[src/rtl/bus_sequencer.sv]
// rtl/bus_sequencer.sv - T-state ring controller driving bus enables and register strobes.
// Optional BUS_SEQUENCER_EARLY_FINISH_EN: return to T1 after the last state that carries a strobe.
module bus_sequencer (
    input  logic       clk,
    input  logic       rst_n,
    input  logic       step_en,
    input  logic [3:0] opcode,
    output logic       pc_en,
    output logic       mem_en,
    output logic       ir_en,
    output logic       a_en,
    output logic       adder_en,
    output logic       mar_ld,
    output logic       ir_ld,
    output logic       a_ld,
    output logic       b_ld,
    output logic       out_ld,
    output logic       pc_inc,
    output logic       sub,
    output logic       halt,
    output logic [5:0] t_state
);

    typedef enum logic [2:0] {
        ST_T1   = 3'd0,
        ST_T2   = 3'd1,
        ST_T3   = 3'd2,
        ST_T4   = 3'd3,
        ST_T5   = 3'd4,
        ST_T6   = 3'd5,
        ST_HALT = 3'd6
    } state_t;

    localparam logic [3:0] OP_LDA = 4'b0000;
    localparam logic [3:0] OP_ADD = 4'b0001;
    localparam logic [3:0] OP_SUB = 4'b0010;
    localparam logic [3:0] OP_OUT = 4'b1110;
    localparam logic [3:0] OP_HLT = 4'b1111;

    state_t state_q, state_d;

    logic is_lda, is_add, is_sub, is_out, is_hlt;
    logic strobe_ok;
    logic pc_en_r, mem_en_r, ir_en_r, a_en_r, adder_en_r;
    logic mar_ld_r, ir_ld_r, a_ld_r, b_ld_r, out_ld_r, pc_inc_r, sub_r;

    assign is_lda = (opcode == OP_LDA);
    assign is_add = (opcode == OP_ADD);
    assign is_sub = (opcode == OP_SUB);
    assign is_out = (opcode == OP_OUT);
    assign is_hlt = (opcode == OP_HLT);

    always_ff @(posedge clk) begin
        if (!rst_n) begin
            state_q <= ST_T1;
        end else begin
            state_q <= state_d;
        end
    end

    always_comb begin
        state_d = state_q;
        if (step_en) begin
            case (state_q)
                ST_T1: state_d = ST_T2;
                ST_T2: state_d = ST_T3;
                ST_T3: state_d = ST_T4;
                ST_T4: begin
                    if (is_hlt) begin
                        state_d = ST_HALT;
                    end else begin
                        state_d = ST_T5;
`ifdef BUS_SEQUENCER_EARLY_FINISH_EN
                        // OUT and NOP have nothing left to do after T4
                        if (!(is_lda || is_add || is_sub)) begin
                            state_d = ST_T1;
                        end
`endif
                    end
                end
                ST_T5: begin
                    state_d = ST_T6;
`ifdef BUS_SEQUENCER_EARLY_FINISH_EN
                    if (is_lda) begin
                        state_d = ST_T1;
                    end
`endif
                end
                ST_T6:   state_d = ST_T1;
                ST_HALT: state_d = ST_HALT;
                default: state_d = ST_T1;
            endcase
        end
    end

    always_comb begin
        pc_en_r    = 1'b0;
        mem_en_r   = 1'b0;
        ir_en_r    = 1'b0;
        a_en_r     = 1'b0;
        adder_en_r = 1'b0;
        mar_ld_r   = 1'b0;
        ir_ld_r    = 1'b0;
        a_ld_r     = 1'b0;
        b_ld_r     = 1'b0;
        out_ld_r   = 1'b0;
        pc_inc_r   = 1'b0;
        sub_r      = 1'b0;
        case (state_q)
            ST_T1: begin
                pc_en_r  = 1'b1;
                mar_ld_r = 1'b1;
            end
            ST_T2: pc_inc_r = 1'b1;
            ST_T3: begin
                mem_en_r = 1'b1;
                ir_ld_r  = 1'b1;
            end
            ST_T4: begin
                if (is_lda || is_add || is_sub) begin
                    ir_en_r  = 1'b1;
                    mar_ld_r = 1'b1;
                end else if (is_out) begin
                    a_en_r   = 1'b1;
                    out_ld_r = 1'b1;
                end
            end
            ST_T5: begin
                if (is_lda) begin
                    mem_en_r = 1'b1;
                    a_ld_r   = 1'b1;
                end else if (is_add || is_sub) begin
                    mem_en_r = 1'b1;
                    b_ld_r   = 1'b1;
                end
            end
            ST_T6: begin
                if (is_add || is_sub) begin
                    adder_en_r = 1'b1;
                    a_ld_r     = 1'b1;
                    sub_r      = is_sub;
                end
            end
            default: ;
        endcase
    end

    // Reset is applied combinationally too, so nothing leaks out while rst_n is low.
    assign strobe_ok = step_en & rst_n;

    assign pc_en    = pc_en_r    & strobe_ok;
    assign mem_en   = mem_en_r   & strobe_ok;
    assign ir_en    = ir_en_r    & strobe_ok;
    assign a_en     = a_en_r     & strobe_ok;
    assign adder_en = adder_en_r & strobe_ok;
    assign mar_ld   = mar_ld_r   & strobe_ok;
    assign ir_ld    = ir_ld_r    & strobe_ok;
    assign a_ld     = a_ld_r     & strobe_ok;
    assign b_ld     = b_ld_r     & strobe_ok;
    assign out_ld   = out_ld_r   & strobe_ok;
    assign pc_inc   = pc_inc_r   & strobe_ok;
    assign sub      = sub_r      & strobe_ok;

    assign halt = rst_n & (state_q == ST_HALT);

    always_comb begin
        t_state = 6'b000000;
        if (rst_n && state_q != ST_HALT) begin
            t_state[state_q] = 1'b1;
        end
    end

endmodule
[config.mk]
export PLATFORM = sky130hd
export DESIGN_NAME = bus_sequencer
export DESIGN_NICKNAME = d
export VERILOG_FILES = /design/src/rtl/bus_sequencer.sv
export SDC_FILE = /design/constraint.sdc
export NUM_CORES = 1
export LEC_CHECK = 0
export CORE_AREA = 3 3 40 42
export CTS_CLUSTER_SIZE = 16
export DETAILED_ROUTE_END_ITERATION = 16
export DIE_AREA = 0 0 43 45
export PLACE_DENSITY = 0.68
export SLEW_MARGIN = 10
export SYNTH_ARGS = -nofsm -noshare
export SYNTH_HDL_FRONTEND = slang
export SYNTH_SLANG_ARGS = --single-unit
[constraint.sdc]
create_clock -name clk -period 2.6 [get_ports clk]
set_clock_uncertainty 0.1 [all_clocks]
set_input_delay 0.78 -clock clk [delete_from_list [all_inputs] [get_ports clk]]
set_output_delay 0.78 -clock clk [all_outputs]
set_load 0.01 [all_outputs]
==> run summary <==
Synth area leaders = dfxtp_1, nor3_1, nor2_1
CP endpoint kind = primary output
Clock buffer count from CTS = 3
Post-Synthesis Net Count = 59
FF-to-FF path depth = 4
Clock Tree Buf Depth = 2
Tcrit/Tclk final = 99.85%
Setup ws final = 0.003862 ns
Critical Path AT = 1.72 ns
Vias in the first global route = 550
Largest net degree at the start of global routing = 12
Die footprint = 1935 µm²
Ports = 26
Leak = 0.3890 nW
Clock latency on the worst-skew pair = 0.23 ns
Fillers = 127
# diodes = 0
Yosys cell types = 28
Post-route insts no fill = 108
Core box area = 1285 µm²
Multi-input gate area = 329.1 µm²
Layout cells sized above 1 = 50.54%
Global-route wire length before repair = 2325 µm
Routed Antenna Nets = 0
Crit Path Class = in -> out
Stages on worst setup path = 5
Layout area overhead = 108.7%
Hold depth = 2
CP Cell Sequence = buf_6 -> a211o_1 -> nor3b_2 -> o2111a_1 -> buf_2
Worst EP required = 1.72 ns
Initial antenna violation count = 0
Placed Instances = 102
Top flop regs = state_q (3)
RSZ-0062 raised after global routing = true
Top cell type's share of synthesized area = 16.61%
Drt wl/cell = 13.11 µm
Slowest CP cell = a211o_1
Worst hold path class = reg -> reg
Crit path buffers/inverters = 2
FMAX = 385.2 MHz
Root Buffer = clkbuf_4
Least-Margin Pin Slew = 0.4020 ns
Max_cap viols = 0
Register name with the most flops = state_q
Power Dens Cells = 288.8 nW/µm²
Routability cong. = 0.8203
Total negative slack = 0 ns
Status = completed
Post-Syn Area = 361.6 µm²
Area leader, netlist = dfxtp_1
Final nets = 101
Initial drt markers = 10
Post-synthesis sequential area ratio = 16.61%
Starting Density = 28.14%
Final hold violation count = 0
Crit-path max FO = 4
FF/Latch Area = 60.06 µm²
Max_slew headroom = 73.16%
Most common cell after layout, fill and taps aside = buf_4
Port Buffers = 25
Remaining global-route overflow = 0
DR DRC count = 0
VDD IR max = 0.0002126 V
Final setup vio count = 0
Drt pass-1 iters = 4
Clock-pin slew of the registers on the worst-case setup and hold paths = 0.04 ns
Worst Setup Start Kind = input pin
Syn Inst Count = 52
Pre-CTS WS = -0.7988 ns
Die width = 43 µm
GRT Total Usage = 16.63%
Minimum clock period = 2.596 ns
Yosys warnings = 0
Commonest non-fill, non-tap cells in the layout = buf_4, buf_2, nor2_1, buf_6
Via density = 5.037
FF+latch count, synth = 3
Total routed wirelength = 1416 µm
Cell row count = 13
Slew Viols, Final = 0
Clock Sinks = 3
Max reg flops = 3
Crit-path max cell delay = 0.33 ns
H-tree depth = 1
Via count = 544
Avg Inst Size Synth = 6.954 µm²
Final Util = 58.71%
CP delay by family, top = compound AO/OA/AOI/OAI gates
CTS tree = done
DP Wirelength = 974.1 µm
Die Ht = 45 µm
worst min-delay path, stage by stage (launching register included):
cell and delay [ns]:
dfxtp_1 0.42, nand2_1 0.10, a21boi_1 0.05
stage by stage:
| step | power [mW] | hold WS [ns] | cell area, µm² |
|---|---|---|---|
| after floorplan | 0.08321 | 0.4854 | 361.6 |
| after global placement | 0.1302 | 0.4861 | 713.2 |
| after detailed placement | 0.1313 | 0.4928 | 713.2 |
| after CTS | 0.2179 | 0.5192 | 745.7 |
| after global routing | 0.2317 | 0.5626 | 754.5 |
| final | 0.2179 | 0.5245 | 754.5 |
routing by layer:
layer  vias up  track usage, %  routed length [µm]
li1        272               -                   -
met1       241           15.11                 533
met2        25           30.54                 697
met3         6           3.586                 107
met4         0           15.66                  78
met5         -               0                   0
worst paths after layout:
kind | to | startpoint | slack, ns
max | mem_en | opcode[0] | 0.004
min | state_q[1]$_SDFFE_PN0P_ | state_q[1]$_SDFFE_PN0P_ | 0.52
max reg2reg | state_q[1]$_SDFFE_PN0P_ | state_q[0]$_SDFFE_PN0P_ | 1.37
min reg2reg | state_q[1]$_SDFFE_PN0P_ | state_q[1]$_SDFFE_PN0P_ | 0.52
cell usage after synthesis:
cell type,number
a211o_1,2
a21boi_0,1
a21boi_1,1
a21oi_1,1
and4_1,1
buf_2,3
buf_4,1
dfxtp_1,3
inv_1,1
nand2_1,5
nand2_2,1
nand2b_1,2
nand3_1,1
nand3b_1,1
nand4_1,1
nor2_1,7
nor2_4,1
nor2b_1,1
nor3_1,7
nor3b_1,2
nor4_1,1
nor4b_2,1
o2111a_1,1
o21a_1,2
o21ai_0,1
or3_1,1
or3b_4,1
xnor2_1,1
where the power goes:
part	internal, mW	switching, mW	total [mW]
Clock	0.0576	0.0257	0.0833
Sequential	0.0485	0.00459	0.0531
Combinational	0.0432	0.0383	0.0816
Total	0.149	0.0686	0.218
kinds of logic after synthesis:
group | count (synthesis) | share of synthesized area [%]
and+or+nand+nor | 34 | 54.67
AOI/OAI and AO/OA | 9 | 19.03
buffers and inverters | 5 | 7.265
DFF | 3 | 16.61
xor gates and xnor gates | 1 | 2.423
repair_timing:
item,in CTS,in global routing
hold buffers,0,0
setup endpoints to repair,19,14
gates cloned,0,0
pin swaps,5,6
setup buffers,2,0
resized for setup,72,18
layout make-up:
type / count / area share [%]
well taps: 15 / 2.488
clock buffers: 4 / 3.483
flip-flops and latches: 3 / 7.960
multi-input cells: 44 / 43.62
inverters: 1 / 0.4975
repair buffers: 41 / 41.96
(Power assumes the default switching activity.)
==> RTL edit 1 (config.mk and constraints unchanged) <==
Make the reset (`rst_n`) asynchronous in one clocked block.
--- a/src/rtl/bus_sequencer.sv
+++ b/src/rtl/bus_sequencer.sv
@@ -50,7 +50,7 @@
     assign is_out = (opcode == OP_OUT);
     assign is_hlt = (opcode == OP_HLT);
 
-    always_ff @(posedge clk) begin
+    always_ff @(posedge clk or negedge rst_n) begin
         if (!rst_n) begin
             state_q <= ST_T1;
         end else begin
Function: same outputs for any inputs over 10 cycles, from zero or initial values and one cycle with rst_n low; that may be too few to reach the edited logic, so the function may still have changed.
==> RTL edit 1 against the original RTL <==
  * Count of clock-buffer cells in the layout stayed put
  * Non-clock buffer count did not move
  * Sequential cell count is the same
  * Sequential share of layout area rose by 2.6 points
  * Final area fell by 6.1%
  * Synthesized area up 3.1%
  * Hold slack worse by 0.14 ns
  * Critical path depth increased by 2
  * Setup slack better by 0.086 ns
  * Wire length fell by 5.9%
  * Critical endpoint is now ir_ld
Power is not compared: it rests on default switching activity, and its combinational part moved more than twofold at a synthesized area within 25%.
==> RTL edit 1: results (changes against the original RTL) <==
Seq/Total Area, Yosys -> 20.1% (was 16.6%)
First-pass iteration count of the detailed router -> 3 (was 4)
CP delay by family, top -> buffers and inverters (was compound AO/OA/AOI/OAI gates)
Wire length on met1 -> 534 um (was 533 um)
Synth cell types -> 23 (was 28)
Ranking of synthesized cells by area -> dfrtp_1 20%, nor2_1 13%, nand2_1 9.1% (was dfxtp_1 17%, nor3_1 9.7%, nor2_1 7.3%)
Outcome -> complete, no violations (unchanged)
Combinational fraction of design power -> 62.9%
Hold Crit Class -> in -> async (was reg -> reg)
R2r worst-path depth -> 3 (was 4)
Slew headroom -> 86.8% (was 73.2%)
Post-cts resize count -> 58 (was 72)
Post-synth top flop -> dfrtp_1 (was dfxtp_1)
Critical path's largest stage delay -> 0.16 ns (was 0.33 ns)
Met1 Usage GRT -> 17.9% (was 15.1%)
GR Util met3 -> 6.37% (was 3.59%)
Final wirelength -> 1330 um (was 1420 um)
Number of global-route vias before repair -> 541 (was 550)
Tot Pwr -> 0.452 mW
Top routing layer used -> met4 (unchanged)
DR WL met3 -> 87 um (was 107 um)
End point of the critical path -> ir_ld (was mem_en)
Hold WS -> 0.389 ns (was 0.524 ns)
Vias per inst -> 4.66 (was 5.04)
Final HPWL DP -> 960 um (was 974 um)
GP Congestion -> 0.762 (was 0.820)
R2R Path Start -> state_q[2] (was state_q[0])
Share of cells above drive strength 1 -> 48.4% (was 50.5%)
Post-synth ARST share -> 100% (was 0%)
Fillers -> 139 (was 127)
Critical Path Start -> rst_n (was opcode[0])
Dpl ws -> -0.658 ns (was -0.799 ns)
Reg2Reg Capture Point -> state_q[2] (was state_q[1])
Dpl cell area -> 719 um^2 (was 713 um^2)
Flop-to-flop setup slack -> 1.50 ns (was 1.37 ns)
Routed wl met2 -> 698 um (was 697 um)
GRT Overall Usage -> 16.8% (was 16.6%)
Placed insts -> 103 (was 102)
Slowest stage cell, crit path -> buf_4 (was a211o_1)
M2 GR Usage -> 29.6% (was 30.5%)
Syn nets -> 60 (was 59)
Pin count of the biggest net entering global routing -> 11 (was 12)
Post-CTS setup buffer count -> 3 (was 2)
Most instantiated cells after synthesis -> 13 x nor2_1, 9 x nand2_1 (was 7 x nor2_1, 7 x nor3_1, 5 x nand2_1)
Initial detailed-routing violation count -> 5 (was 10)
Post-Syn Instances -> 53 (was 52)
First-pass GRT wire length -> 2360 um (was 2330 um)
WP data arrival -> 1.63 ns (was 1.72 ns)
## RTL edit 1: cell count changes in the layout (fill, tap and decap cells not counted), moves of 4 or more
| cell | unedited run | this run |
|---|---|---|
| buf_6 | 5 | 1 |
| clkbuf_2 | 3 | 7 |
| dlygate4sd2_1 | 3 | 7 |
| nand2_1 | 4 | 8 |
| nor2_1 | 7 | 13 |
## RTL edit 1: cell type report
cell class / instances / area, um^2 / share of cell area [%]
clock buffers: 4 / 26.3 / 3.71
well taps: 15 / 18.8 / 2.65
flip-flops and latches: 3 / 75.1 / 10.6
multi-input cells: 46 / 297 / 41.9
inverters: 1 / 3.75 / 0.530
repair buffers: 41 / 288 / 40.6
## RTL edit 1: kinds of logic after synthesis
kind of cell           count (synthesis)  synth area share, %
buffers and inverters                  4                 6.37
AND/OR/NAND/NOR                       38                 56.4
AO/OA/AOI/OAI                          7                 12.8
XOR/XNOR                               1                 4.36
flip-flops                             3                 20.1
==> RTL edit 2 (same settings) <==
Without the edit above. The option `BUS_SEQUENCER_EARLY_FINISH_EN` is turned on by a define.
--- a/src/rtl/bus_sequencer.sv
+++ b/src/rtl/bus_sequencer.sv
@@ -1,5 +1,7 @@
 // rtl/bus_sequencer.sv - T-state ring controller driving bus enables and register strobes.
 // Optional BUS_SEQUENCER_EARLY_FINISH_EN: return to T1 after the last state that carries a strobe.
+`define BUS_SEQUENCER_EARLY_FINISH_EN
+
 module bus_sequencer (
     input  logic       clk,
     input  logic       rst_n,
Behaviour: not the same (a bounded check fails within 10 cycles, from zero or initial values and one cycle with rst_n low).
==> RTL edit 2 against the original RTL <==
  * The run now ends with setup timing left
  * Critical path depth rose by 1
  * Register-to-register slack got worse by 0.26 ns
  * Setup slack got worse by 0.017 ns
  * Sequential power fell by 2%
  * Via count rose by 3.9%
  * Wire length fell by 3.0%
  * Sequential cell count did not move
  * Global-route usage fell by 0.98 points
  * Maximum frequency fell by 0.65%
  * Critical path type unchanged
  * Utilization rose by 1.9 points
  * Non-clock buffer count rose by 1
  * Total power rose by 1.8%
  * Synthesized area rose by 16%
  * Final area rose by 3.2%
  * Critical endpoint is now mar_ld
==> RTL edit 2: results (changes against the original RTL) <==
First-pass GRT wire length -> 2260 um (was 2330 um)
Final WS setup -> -0.0132 ns (was 0.00386 ns)
Final HPWL DP -> 1070 um (was 974 um)
Setup TNS -> -0.0132 ns (was 0 ns)
Wire length on met1 -> 570 um (was 533 um)
Setup-failing EPs final -> 1 (was 0)
Pin count of the biggest net entering global routing -> 17 (was 12)
Fillers -> 135 (was 127)
Outcome -> complete, but fails checks (was complete, no violations)
Routed wl met2 -> 715 um (was 697 um)
Most instantiated cells after synthesis -> 8 x nor2_1, 6 x nand2_1, 4 x a21oi_1 (was 7 x nor2_1, 7 x nor3_1, 5 x nand2_1)
Top routing layer used -> met3 (was met4)
Met1 Usage GRT -> 16.6% (was 15.1%)
Vias per inst -> 4.91 (was 5.04)
Failing checks -> setup timing
Flop-to-flop setup slack -> 1.11 ns (was 1.37 ns)
DR WL met3 -> 86 um (was 107 um)
Share of cells above drive strength 1 -> 46.0% (was 50.5%)
Syn nets -> 67 (was 59)
Slowest stage cell, crit path -> or3b_4 (was a211o_1)
Syn_area_per_cell -> 7.01 um^2 (was 6.95 um^2)
Leak Pwr -> 0.383 nW (was 0.389 nW)
GP Congestion -> 0.754 (was 0.820)
Critical path's largest stage delay -> 0.39 ns (was 0.33 ns)
GRT Overall Usage -> 15.6% (was 16.6%)
Final wirelength -> 1370 um (was 1420 um)
Non-Filler Instances -> 115 (was 108)
RTL edit 2: cells by family (layout without fill, tap and decap cells):
family | Yosys count | count (layout) | synth area share (%)
buffers and inverters | 6 | 46 | 8.33
flip-flops | 3 | 3 | 14.3
AO/OA/AOI/OAI | 11 | 11 | 18.2
AND/OR/NAND/NOR | 39 | 39 | 57.1
XOR/XNOR | 1 | 1 | 2.08
RTL edit 2: layout make-up:
cell class              count  area, um^2  share of cell area (%)
clock buffers               4        26.3                    3.38
multi-input cells          51         349                    44.9
flip-flops and latches      3        60.1                    7.72
well taps                  15        18.8                    2.41
repair buffers             42         324                    41.6
RTL edit 2: worst paths after layout:
path,end,cells past startpoint,start
hold reg to reg,state_q[2],3,state_q[1]
setup / recovery,mar_ld,6,opcode[3]
setup reg to reg,state_q[1],6,state_q[2]
hold / removal,state_q[2],3,state_q[1]
RTL edit 2: what timing repair did:
action | 4_1_cts | 5_1_grt
setup buffers | 1 | 1
gates resized for setup | 65 | 12
pin swaps | 5 | 4
setup endpoints to repair | 19 | 8
